$ cat config.mk
export PLATFORM = sky130hd
export DESIGN_NAME = skid_buf
export DESIGN_NICKNAME = d
export VERILOG_FILES = /design/src/rtl/skid_buf.sv
export SDC_FILE = /design/constraint.sdc
export NUM_CORES = 1
export LEC_CHECK = 0
export CORE_ASPECT_RATIO = 1.1
export CORE_MARGIN = 4
export CORE_UTILIZATION = 34
export CTS_CLUSTER_DIAMETER = 120
export CTS_CLUSTER_SIZE = 20
export DETAILED_ROUTE_END_ITERATION = 10
export GPL_TIMING_DRIVEN = 0
export PLACE_DENSITY = 0.69
export SLEW_MARGIN = 20
export SYNTH_ARGS = -nofsm -noshare
export SYNTH_HDL_FRONTEND = slang
export SYNTH_SLANG_ARGS = --single-unit
$ cat constraint.sdc
create_clock -name clk -period 4.5 [get_ports clk]
set_clock_uncertainty 0.1 [all_clocks]
set_input_delay 0.675 -clock clk [delete_from_list [all_inputs] [get_ports clk]]
set_output_delay 0.675 -clock clk [all_outputs]
set_load 0.1 [all_outputs]
$ cat src/rtl/skid_buf.sv
// Two-entry valid/ready register slice; in_rdy comes from registered state only. Optional stall counter: SKID_BUF_STALL_CNT_EN.
// Latency 1 cycle in->out, 1 word/cycle; under backpressure the second word parks in the skid register and in_rdy drops.
module skid_buf #(
   parameter int DW = 8,
   parameter int CW = 16
) (
   input  logic          clk,
   input  logic          rst_n,
   input  logic          in_vld,
   output logic          in_rdy,
   input  logic [DW-1:0] in_data,
   output logic          out_vld,
   input  logic          out_rdy,
   output logic [DW-1:0] out_data,
   input  logic          stall_clr,
   output logic [CW-1:0] stall_cnt
);

   typedef enum logic [1:0] {
      EMPTY = 2'd0,
      BUSY  = 2'd1,
      FULL  = 2'd2
   } state_e;

   state_e        state_q, state_d;
   logic [DW-1:0] main_q, main_d;
   logic [DW-1:0] skid_q, skid_d;
   logic          in_fire;
   logic          out_fire;

   assign out_vld  = (state_q != EMPTY);
   assign in_rdy   = (state_q != FULL);
   assign out_data = main_q;
   assign in_fire  = in_vld & in_rdy;
   assign out_fire = out_vld & out_rdy;

   always_comb begin
      state_d = state_q;
      main_d  = main_q;
      skid_d  = skid_q;
      case (state_q)
         EMPTY: begin
            if (in_fire) begin
               main_d  = in_data;
               state_d = BUSY;
            end
         end
         BUSY: begin
            if (in_fire && out_fire) begin
               main_d = in_data;
            end else if (in_fire) begin
               skid_d  = in_data;
               state_d = FULL;
            end else if (out_fire) begin
               state_d = EMPTY;
            end
         end
         FULL: begin
            if (out_fire) begin
               main_d  = skid_q;
               state_d = BUSY;
            end
         end
         // encoding 3 is unreachable; fall back to EMPTY
         default: state_d = EMPTY;
      endcase
   end

   always_ff @(posedge clk or negedge rst_n) begin
      if (!rst_n) begin
         state_q <= EMPTY;
         main_q  <= '0;
         skid_q  <= '0;
      end else begin
         state_q <= state_d;
         main_q  <= main_d;
         skid_q  <= skid_d;
      end
   end

`ifdef SKID_BUF_STALL_CNT_EN
   logic [CW-1:0] stall_cnt_q, stall_cnt_d;

   always_comb begin
      stall_cnt_d = stall_cnt_q;
      if (stall_clr) begin
         stall_cnt_d = '0;
      end else if (out_vld && !out_rdy && (stall_cnt_q != {CW{1'b1}})) begin
         stall_cnt_d = stall_cnt_q + {{(CW-1){1'b0}}, 1'b1};
      end
   end

   always_ff @(posedge clk or negedge rst_n) begin
      if (!rst_n) begin
         stall_cnt_q <= '0;
      end else begin
         stall_cnt_q <= stall_cnt_d;
      end
   end

   assign stall_cnt = stall_cnt_q;
`else
   logic unused_stall_clr;
   assign unused_stall_clr = stall_clr;
   assign stall_cnt        = '0;
`endif

endmodule
==> metrics list <==
- The die covers 3760 µm².
- In this run, the number of DRC markers left after iteration 0 of detailed routing was 0.
- Post-route antenna net violation count: 0
- Highest clock rate: 0.331 GHz
- Pin placement for this block handled 39 I/O pins.
- CTS built an H-tree with a depth of 1.
* Final-layout setup total negative slack: 0 ns
* Slowest-stage cell, CP: clkdlybuf4s50_1
- The count of buffers added on input and output ports is 21.
* GRT Residual Overflow: 0
- The core region is 2750 µm².
- Setup-failing EPs final: 0
- CP startpoint kind: flop
- Worst path cell trace: nor2b_1 > buf_6 > inv_1 > clkdlybuf4s50_1
- FF+latch count, synth: 18
- IR analysis of the VDD net gives a maximum drop of 385 µV.
* Post-cts repair resize count: 0
- In the global route stage, overall resource usage came out at 0.0939.
- The flow ran to the end, and the final reports show no timing, DRC or antenna violations.
- The min-delay analysis places its worst path in the category flop to flop.
- At the end of the flow, the number of nets in the layout was 126.
- Most Crowded Layer GR: met2
- Number of standard cells after synthesis: between 70 and 80
- For the worst setup path, the data arrival time is 2.25 ns.
* Cell Pwr Density: 633 nW/µm²
- Met3 capacity usage during global routing: 0.0263
* Via count normalized by instance count: 4.19
- For met1 alone, demand over resource in global routing was 0.122.
- Wires add up to 1610 µm.
* Maxcap violations: 0
- ANT cells: 0
- Together, buffers and inverters on the worst path number 3.
* Distinct cell type count of the synthesized netlist: 16
- Critical path startpoint: state_q[1]
- Clock-pin slew was measured on the worst setup and hold paths at 0.10 ns.
- Post-route cell area: between 1000 and 1500 µm²
- STA classifies the critical path endpoint as a primary output.
- The routed layout has 608 vias.
- Sequential share of the synthesized area: 0.466
* Register Area: ~450 µm²
- Excluding fillers, the count of instances in the completed layout stands at 145.
* M2 GR Usage: 0.138
- Width of the die: about 59 µm
* Initial Utilization: 0.351
- Area of combinational cells with multiple inputs: 437 µm²
* Slew of the pin with the lowest slew margin: 0.985 ns
- Compared with the post-synthesis result, the final layout area differs by 35.6%.
- CTS Buffer Depth: 2
- The count of endpoints failing hold in the final timing report came to 0.
- After filler insertion, the fill cell instance count of the layout stands at 258.
- The later pin in the worst-skew pair is clocked with a latency of 0.29 ns.
- Required time at the worst-slack endpoint: 3.72 ns
* Final routed wire length divided by cell count: between 10 and 15 µm
- Total number of yosys warnings: 0
- Measured in cells, the most critical reg-to-reg path has a length of 3.
- Die height: ~64 µm
* Dpl hpwl: 1220 µm
- Root Driver: clkbuf_4
- Share of post-route cells with drive strength above 1: 0.438
- The critical path runs through a total of 4 cells.
* CP Max Fanout: 9
- The first global-routing pass estimated 2740 µm of wire.
- The max-slew violation total from the final report came to 0.
* Placement Rows: 20
- Number of design rule violations left after detail routing: 0
* Leakage power of the design: approximately 0.6 nW
- Count of buffers added by post-CTS timing repair for setup: 0
* Hold slack: 0.409 ns
- Across all register-to-register paths, the minimum setup slack is ~2.8 ns.
* RSZ-0062 raised after global routing: false
* Critical register-to-register path startpoint: state_q[1]
- Maximum number of pins on one net before global-route repair: 19
- Period utilization: 0.672
* # clock sinks: 18
* Post-place instance area: 1270 µm²
- TritonCTS built the clock tree.
- Vias in the first global route: 605
- Tmin final: 3.02 ns
- Grouping stages by cell kind, the critical path spends the most delay in buffers and inverters.
- Buffers inserted to repair hold after CTS numbered 0.
- For this run, the detailed router's first-pass iteration total came to 1.
- Counting tap cells, the placed design contains a total of 141 instances.
- Setup crit end: in_rdy
* Global placement routability congestion: 0.674
- CTS Buf Count: 3
- Tightest slew margin relative to the limit: 0.341
- Initial antenna violation count: 0
* Longest individual stage delay on the worst path: 1.14 ns
- The worst register-to-register path ends at skid_q[5].
- Post-Syn Area: 966 µm²
- Dividing the synthesized area by the synthesized cell count gives 13.4 µm².
- By startpoint and endpoint, the worst setup path is classified as flop to primary output.
## through the flow
step                      utilization  total power [W]  worst slack (ns)
final                           0.476         0.000829              1.48
after global routing            0.476         0.000867              1.41
after CTS                       0.476         0.000836              1.47
after detailed placement        0.463         0.000738              1.81
after global placement          0.463         0.000729              1.83
after floorplan                     -         0.000639              2.46
## logic make-up (layout without fill, tap and decap cells)
family | Yosys count | in the layout | share of synthesized area
multiplexers | 25 | 25 | 0.290
flip-flops | 18 | 18 | 0.466
buffers and inverters | 18 | 43 | 0.140
AND/OR/NAND/NOR | 6 | 6 | 0.0609
AO/OA/AOI/OAI | 4 | 4 | 0.0389
other | 1 | 16 | 0.00388
## final cells by class
class,instances,share of cell area
multi-input cells,51,0.333
well taps,33,0.0315
inverters,1,0.00287
repair buffers,21,0.160
plain buffers,17,0.100
flip-flops and latches,18,0.344
clock buffers,4,0.0277
## synthesized netlist by cell type, drive strengths merged
library cell / instances / share of area
o21ai: 1 / 0.017
nor2b: 2 / 0.013
o22ai: 1 / 0.0065
nand2b: 1 / 0.014
mux2: 24 / 0.28
o21bai: 1 / 0.0078
dfrtp: 18 / 0.47
conb: 1 / 0.0039
a21boi: 1 / 0.0078
or2: 1 / 0.0065
buf: 17 / 0.14
mux2i: 1 / 0.010
nand3b: 1 / 0.0078
inv: 1 / 0.0039
nor3b: 1 / 0.019
## worst min-delay path by stage
stage	from	end	depth (start not counted)
after floorplan	rst_n	out_data[0]	0
after global placement	skid_q[4]	skid_q[4]	1
after detailed placement	skid_q[3]	skid_q[3]	1
after CTS	skid_q[3]	skid_q[3]	1
after global routing	out_data[5]	out_data[5]	1
final	skid_q[3]	skid_q[3]	1
## placed cells by master, fill, tap and decap left out
| cell type | count |
|---|---|
| mux2_2 | 24 |
| clkdlybuf4s50_1 | 21 |
| dfrtp_1 | 18 |
| buf_4 | 16 |
| conb_1 | 16 |
| clkbuf_4 | 3 |
| nor2b_1 | 2 |
| or2_2 | 1 |
| buf_6 | 1 |
| nand2b_4 | 1 |
| nand3b_1 | 1 |
| o21ai_4 | 1 |
| mux2i_1 | 1 |
| a21boi_0 | 1 |
| o22ai_1 | 1 |
| nor3b_4 | 1 |
| inv_1 | 1 |
| o21bai_1 | 1 |
| clkbuf_8 | 1 |
## metal layers
layer,up-vias,share of wire
met1,276,0.42
met4,0,0.019
met5,-,0
met2,29,0.46
met3,5,0.10
li1,298,-
## where the power goes
part	switching, W	internal (W)
registers	0.0000308	0.000223
logic	0.000338	0.000138
clock network	0.0000497	0.0000494
## flip-flops by register name, summed over array words and instances (netlist names)
signal,count
out_data,8
skid_q,8
state_q,2
(Power assumes the default switching activity.)
